===== src/rtl/servo_move_sequencer_pkg.sv =====
// Shared types and step arithmetic for the servo move sequencer.
package servo_pkg;

    localparam int NUM_JOINTS = 4;

    typedef logic [1:0] joint_idx_t;
    typedef logic [7:0] angle_t;

    typedef enum logic {
        IDLE,
        RUN
    } seq_state_t;

    // 9-bit intermediates keep cur+step and cur-step from wrapping before the clamp.
    function automatic angle_t clamp_step(angle_t cur, angle_t tgt, angle_t step);
        logic [8:0] wide;
        angle_t     result;
        result = cur;
        if (cur < tgt) begin
            wide   = {1'b0, cur} + {1'b0, step};
            result = (wide > {1'b0, tgt}) ? tgt : wide[7:0];
        end else if (cur > tgt) begin
            wide   = {1'b0, cur} - {1'b0, step};
            result = (wide[8] || (wide < {1'b0, tgt})) ? tgt : wide[7:0];
        end
        return result;
    endfunction

endpackage


===== src/rtl/servo_move_sequencer_tick_gen.sv =====
// Free-running divider producing a one-cycle step tick every STEP_DIV clocks.
module servo_tick_gen #(
    parameter int STEP_DIV = 50000
) (
    input  logic clk,
    input  logic rst_n,
    output logic tick
);

    localparam int CW = (STEP_DIV > 2) ? $clog2(STEP_DIV) : 1;

    logic [CW-1:0] count;

    assign tick = (count == CW'(STEP_DIV - 1));

    always_ff @(posedge clk or negedge rst_n) begin
        if (!rst_n) begin
            count <= '0;
        end else if (tick) begin
            count <= '0;
        end else begin
            count <= count + 1'b1;
        end
    end

endmodule


===== src/rtl/servo_move_sequencer.sv =====
// Four-joint servo ramp controller with a round-robin shared step engine.
// Optional home input enabled by defining SERVO_SEQ_HOME_EN.
module servo_move_sequencer
    import servo_pkg::*;
#(
    parameter int STEP_DIV   = 50000,
    parameter int STEP_SIZE  = 2,
    parameter int MAX_ANGLE  = 180,
    parameter int HOME_ANGLE = 90
) (
    input  logic       clk,
    input  logic       rst_n,
`ifdef SERVO_SEQ_HOME_EN
    input  logic       home,
`endif
    input  logic       cmd_valid,
    output logic       cmd_ready,
    input  logic [1:0] cmd_joint,
    input  logic [7:0] cmd_angle,
    output logic [7:0] angle1,
    output logic [7:0] angle2,
    output logic [7:0] angle3,
    output logic [7:0] angle4,
    output logic       busy,
    output logic [3:0] arrived
);

    localparam angle_t MAX_A  = angle_t'(MAX_ANGLE);
    localparam angle_t HOME_A = angle_t'(HOME_ANGLE);
    localparam angle_t STEP_A = angle_t'(STEP_SIZE);

    logic                  tick;
    logic                  accept;
    logic                  apply_home;
    angle_t                cmd_clamped;
    angle_t                angle_q  [NUM_JOINTS];
    angle_t                target_q [NUM_JOINTS];
    logic [NUM_JOINTS-1:0] mismatch;
    joint_idx_t            ptr;
    joint_idx_t            svc_idx;
    joint_idx_t            probe;
    logic                  found;
    angle_t                step_angle;
    seq_state_t            state;

    servo_tick_gen #(
        .STEP_DIV(STEP_DIV)
    ) u_tick (
        .clk  (clk),
        .rst_n(rst_n),
        .tick (tick)
    );

    // Commands are refused on tick cycles so targets never move under the step engine.
    assign cmd_ready   = ~tick;
    assign accept      = cmd_valid & cmd_ready;
    assign cmd_clamped = (cmd_angle > MAX_A) ? MAX_A : cmd_angle;

`ifdef SERVO_SEQ_HOME_EN
    assign apply_home = home & ~tick;
`else
    assign apply_home = 1'b0;
`endif

    assign angle1 = angle_q[0];
    assign angle2 = angle_q[1];
    assign angle3 = angle_q[2];
    assign angle4 = angle_q[3];

    always_comb begin
        for (int j = 0; j < NUM_JOINTS; j++) begin
            mismatch[j] = (angle_q[j] != target_q[j]);
        end
    end

    // Round-robin search starting at the pointer; first mismatching joint wins.
    always_comb begin
        found   = 1'b0;
        svc_idx = ptr;
        probe   = ptr;
        for (int i = 0; i < NUM_JOINTS; i++) begin
            probe = ptr + joint_idx_t'(i);
            if (!found && mismatch[probe]) begin
                found   = 1'b1;
                svc_idx = probe;
            end
        end
    end

    assign step_angle = clamp_step(angle_q[svc_idx], target_q[svc_idx], STEP_A);

    always_ff @(posedge clk or negedge rst_n) begin
        if (!rst_n) begin
            for (int j = 0; j < NUM_JOINTS; j++) begin
                angle_q[j]  <= HOME_A;
                target_q[j] <= HOME_A;
            end
            ptr     <= '0;
            state   <= IDLE;
            busy    <= 1'b0;
            arrived <= '0;
        end else begin
            arrived <= '0;

            if (apply_home) begin
                for (int j = 0; j < NUM_JOINTS; j++) begin
                    target_q[j] <= HOME_A;
                end
            end else if (accept) begin
                target_q[cmd_joint] <= cmd_clamped;
            end

            case (state)
                IDLE: begin
                    if (|mismatch) begin
                        state <= RUN;
                        busy  <= 1'b1;
                    end
                end
                RUN: begin
                    if (tick) begin
                        if (found) begin
                            angle_q[svc_idx] <= step_angle;
                            if (step_angle == target_q[svc_idx]) begin
                                arrived[svc_idx] <= 1'b1;
                            end
                            ptr <= svc_idx + 2'd1;
                        end else begin
                            state <= IDLE;
                            busy  <= 1'b0;
                        end
                    end
                end
                default: begin
                    state <= IDLE;
                    busy  <= 1'b0;
                end
            endcase
        end
    end

endmodule

===== config.mk =====
export PLATFORM = sky130hd
export DESIGN_NAME = servo_move_sequencer
export DESIGN_NICKNAME = d
export VERILOG_FILES = /design/src/rtl/servo_move_sequencer_pkg.sv /design/src/rtl/servo_move_sequencer_tick_gen.sv /design/src/rtl/servo_move_sequencer.sv
export SDC_FILE = /design/constraint.sdc
export NUM_CORES = 1
export LEC_CHECK = 0
export BUFFER_PORTS_ARGS = -buffer_cell sky130_fd_sc_hd__buf_4
export CORE_MARGIN = 5
export CORE_UTILIZATION = 35
export DETAILED_ROUTE_END_ITERATION = 6
export PLACE_DENSITY = 0.54
export RECOVER_POWER = 100
export REMOVE_ABC_BUFFERS = 1
export SYNTH_ARGS = -nofsm -noshare
export SYNTH_HDL_FRONTEND = slang
export SYNTH_HIERARCHICAL = 1
export SYNTH_SLANG_ARGS = --single-unit

===== constraint.sdc =====
create_clock -name clk -period 6.6 [get_ports clk]
set_input_delay 1.32 -clock clk [delete_from_list [all_inputs] [get_ports clk]]
set_output_delay 1.32 -clock clk [all_outputs]
set_load 0.005 [all_outputs]

==> summary.txt <==
Status
  – Status: complete, but fails checks
  – Failing checks: max-capacitance violations, max-slew violations

Placement
  – GPL Wtd Cong: 0.997
  – DP HPWL: roughly 15000 um
  – I/O Buffers: 50

Finish
  – Area Growth Syn to Fin: 14.0%
  – Register cell area after layout: 2240 um2
  – Layout cells sized above 1: 0.223
  – Fillcell total: 1731
  – Ant diodes: 0
  – Fin util: 0.409
  – Most frequent cells in the layout: 78 x nand2_1, 59 x o21ai_0, 56 x dfrtp_1
  – Most common cell after layout, fill and taps aside: nand2_1
  – Multi-input gate area: 3740 um2
  – Layout Nets: 754

Yosys
  – Cell area after synthesis: 6230 um2
  – Netlist cell types: a little under 80
  – EDFF count, synth: 0
  – Simple-gate share of the synthesized area: 0.193
  – Sequential element share of the synthesized area: 0.360
  – Yosys warning count: 6
  – Avg Cell Area, Syn: about 9.4 um2
  – Post-Synthesis Cells: between 600 and 700
  – Register bit total from synthesis: 88
  – Asr flop ratio synth: 1.00
  – Largest family of logic cells by synthesized area: simple AND/OR/NAND/NOR gates
  – Commonest register cell after synthesis: dfrtp_1
  – Post-synthesis compound-gate area fraction: 0.156
  – Synth Area in Adders: 0.0562
  – Post-synthesis xor/xnor area fraction: 0.0829
  – Post-synthesis mux area share: 0.112

Worst setup path
  – CP max FO: 17
  – Critical Path AT: approximately 6.5 ns
  – RR Endpoint: arrived[2]
  – Path depth of the worst reg2reg path: 22
  – Worst R2R Setup Slack: 0.33 ns
  – CP required: 6.85 ns
  – RR Startpoint: angle3[3]
  – CP Capture Type: register
  – CP startpoint kind: register
  – Critical setup path kind: reg -> reg

Detailed routing
  – Drt first pass iters: 5
  – Antenna Nets Post-Route: 0
  – Avg WL per Cell: 20.4 um
  – Vias/cell: 5.65
  – Via count: around 5300
  – DRC errors left: 0
  – 1st-iter DRT viols: 467
  – Final wirelength: 19300 um

Clock tree
  – CTS root buf: clkbuf_16
  – Hold-fix buffers, CTS: 0
  – Clock sink count: 88
  – Clk_lat worst skew: roughly 0.35 ns
  – CTS Buffer Depth: 2
  – Clock transition at path regs: 0.07 ns
  – CTS tree: built
  – H-tree depth: 3
  – CTS Buf Count: 9

Timing
  – RSZ-0062 raised after global routing: no
  – Fmax: between 150 and 200 MHz
  – Slew @ Worst Pin: 3.43 ns
  – Final Hold Viols: 0
  – Layout Skew: 0.0112 ns
  – Setup violations, final: 0
  – Post-layout minimum cycle time: 6.27 ns
  – Final Max Slew Viols: 66
  – Setup TNS: 0 ns
  – Fin crit share: 0.950
  – Relative slew slack: -1.29

Global route
  – Initial antenna violation count: 0
  – Global-route wire length before repair: 30200 um
  – Number of global-route vias before repair: 5069
  – Largest net degree at the start of global routing: 66
  – Overflow left after global routing: 0
  – Total Routing Usage GR: 0.189

Power and ir drop
  – PwrDens: 250 nW/um2
  – Static Leakage: about 3.2 nW
  – Peak supply drop: about 0.13 mV

Worst hold path
  – WHS Path Cells: 1
  – Min-Delay Path Class: reg -> reg
  – Hold path start: u_tick/count[0]
  – Hold worst-path end: u_tick/count[0]

Floorplanning
  – Num ports: 51
  – Initial Util: 0.359
  – Rows: 48
  – Height of the die: 143 um
  – Die area: about 21000 um2
  – Die W: 143 um
  – Core ar.: around 17000 um2

Job
  – Maxcap violations: 1
## metal layers
metal  up-vias  track usage  wire length, um
li1       2485            -                -
met1      2624        0.270             8980
met2       187        0.304             9010
met3        31       0.0246              934
met4         0       0.0471              337
met5         -            0                0
## stage by stage
step | power (mW) | setup slack (ns) | hold slack (ns) | cell area [um2] | std cells
3_3_place_gp | 1.25 | 0.464 | 0.451 | 6830 | 927
5_1_grt | 1.88 | 0.0220 | 0.514 | 7100 | 943
6_report | 1.77 | 0.331 | 0.477 | 7100 | 943
2_1_floorplan | 1.04 | 0.644 | 0.432 | 6080 | 641
3_5_place_dp | 1.25 | 0.444 | 0.471 | 6830 | 927
4_1_cts | 1.78 | 0.412 | 0.481 | 7130 | 943
## repair_timing
| action | in CTS | in global routing |
|---|---|---|
| setup endpoints to repair | 0 | 4 |
| buffers inserted | 0 | 0 |
| gates resized for setup | 0 | 1 |
## power breakdown
group	internal, mW	switching (mW)
Combinational	0.230	0.391
Clock	0.300	0.229
Sequential	0.584	0.0390
Total	1.11	0.660
## kinds of logic after synthesis
logic type               after synthesis
AO/OA/AOI/OAI                        147
XOR/XNOR                              59
adder cells (fa/ha/maj)               28
buffers and inverters                 48
flip-flops                            88
multiplexers                          64
AND/OR/NAND/NOR                      230
## final cells by class
type | instances | share of cell area
clock buffer | 10 | 0.0322
clock inverter | 6 | 0.0107
inverter | 25 | 0.0139
sequential | 88 | 0.316
timing repair buffer | 61 | 0.0618
multi-input combinational | 528 | 0.526
tap | 225 | 0.0396
## Yosys cell counts (all sizes together), types with 19 or more instances
library cell	n	area share
nand3	24	0.019
ha	28	0.056
xor2	27	0.038
mux2	43	0.078
a21oi	19	0.015
inv	23	0.014
nand2	81	0.050
mux2i	21	0.034
xnor2	32	0.045
dfstp	32	0.13
nor2	46	0.029
o21ai	69	0.056
dfrtp	56	0.22
## critical path: stages, from the launching register on
cell and delay [ns]:
dfstp_1 0.70, xnor2_1 0.18, and4_1 0.28, nand4_1 0.28, o211a_4 0.41, nor2_4 0.29
buf_4 0.35, mux2i_1 0.29, mux2_2 0.32, ha_1 0.31, nor2b_1 0.16, o21a_1 0.17
o21a_1 0.16, o21ai_0 0.20, a211oi_1 0.10, o21ai_0 0.23, and2_1 0.24, a41oi_1 0.11
nor3_2 0.43, nor2_1 0.18, a32oi_1 0.27, nand4_1 0.24, nor3_1 0.25
## state kept, by name, summed over array words and instances (netlist names)
register,count
angle1,8
angle2,8
angle3,8
angle4,8
arrived,4
busy,1
ptr,2
state,1
target_q,32
u_tick/count,16
## worst max path at each step
stage / startpoint / endpoint / depth (start not counted)
6_report: angle3[3] / arrived[2] / 22
5_1_grt: angle4[4] / arrived[1] / 22
4_1_cts: angle4[4] / arrived[0] / 22
3_5_place_dp: angle4[4] / arrived[0] / 22
3_3_place_gp: angle4[4] / arrived[0] / 22
2_1_floorplan: angle4[4] / arrived[0] / 17
No activity file was read; power rests on OpenSTA's default activity.
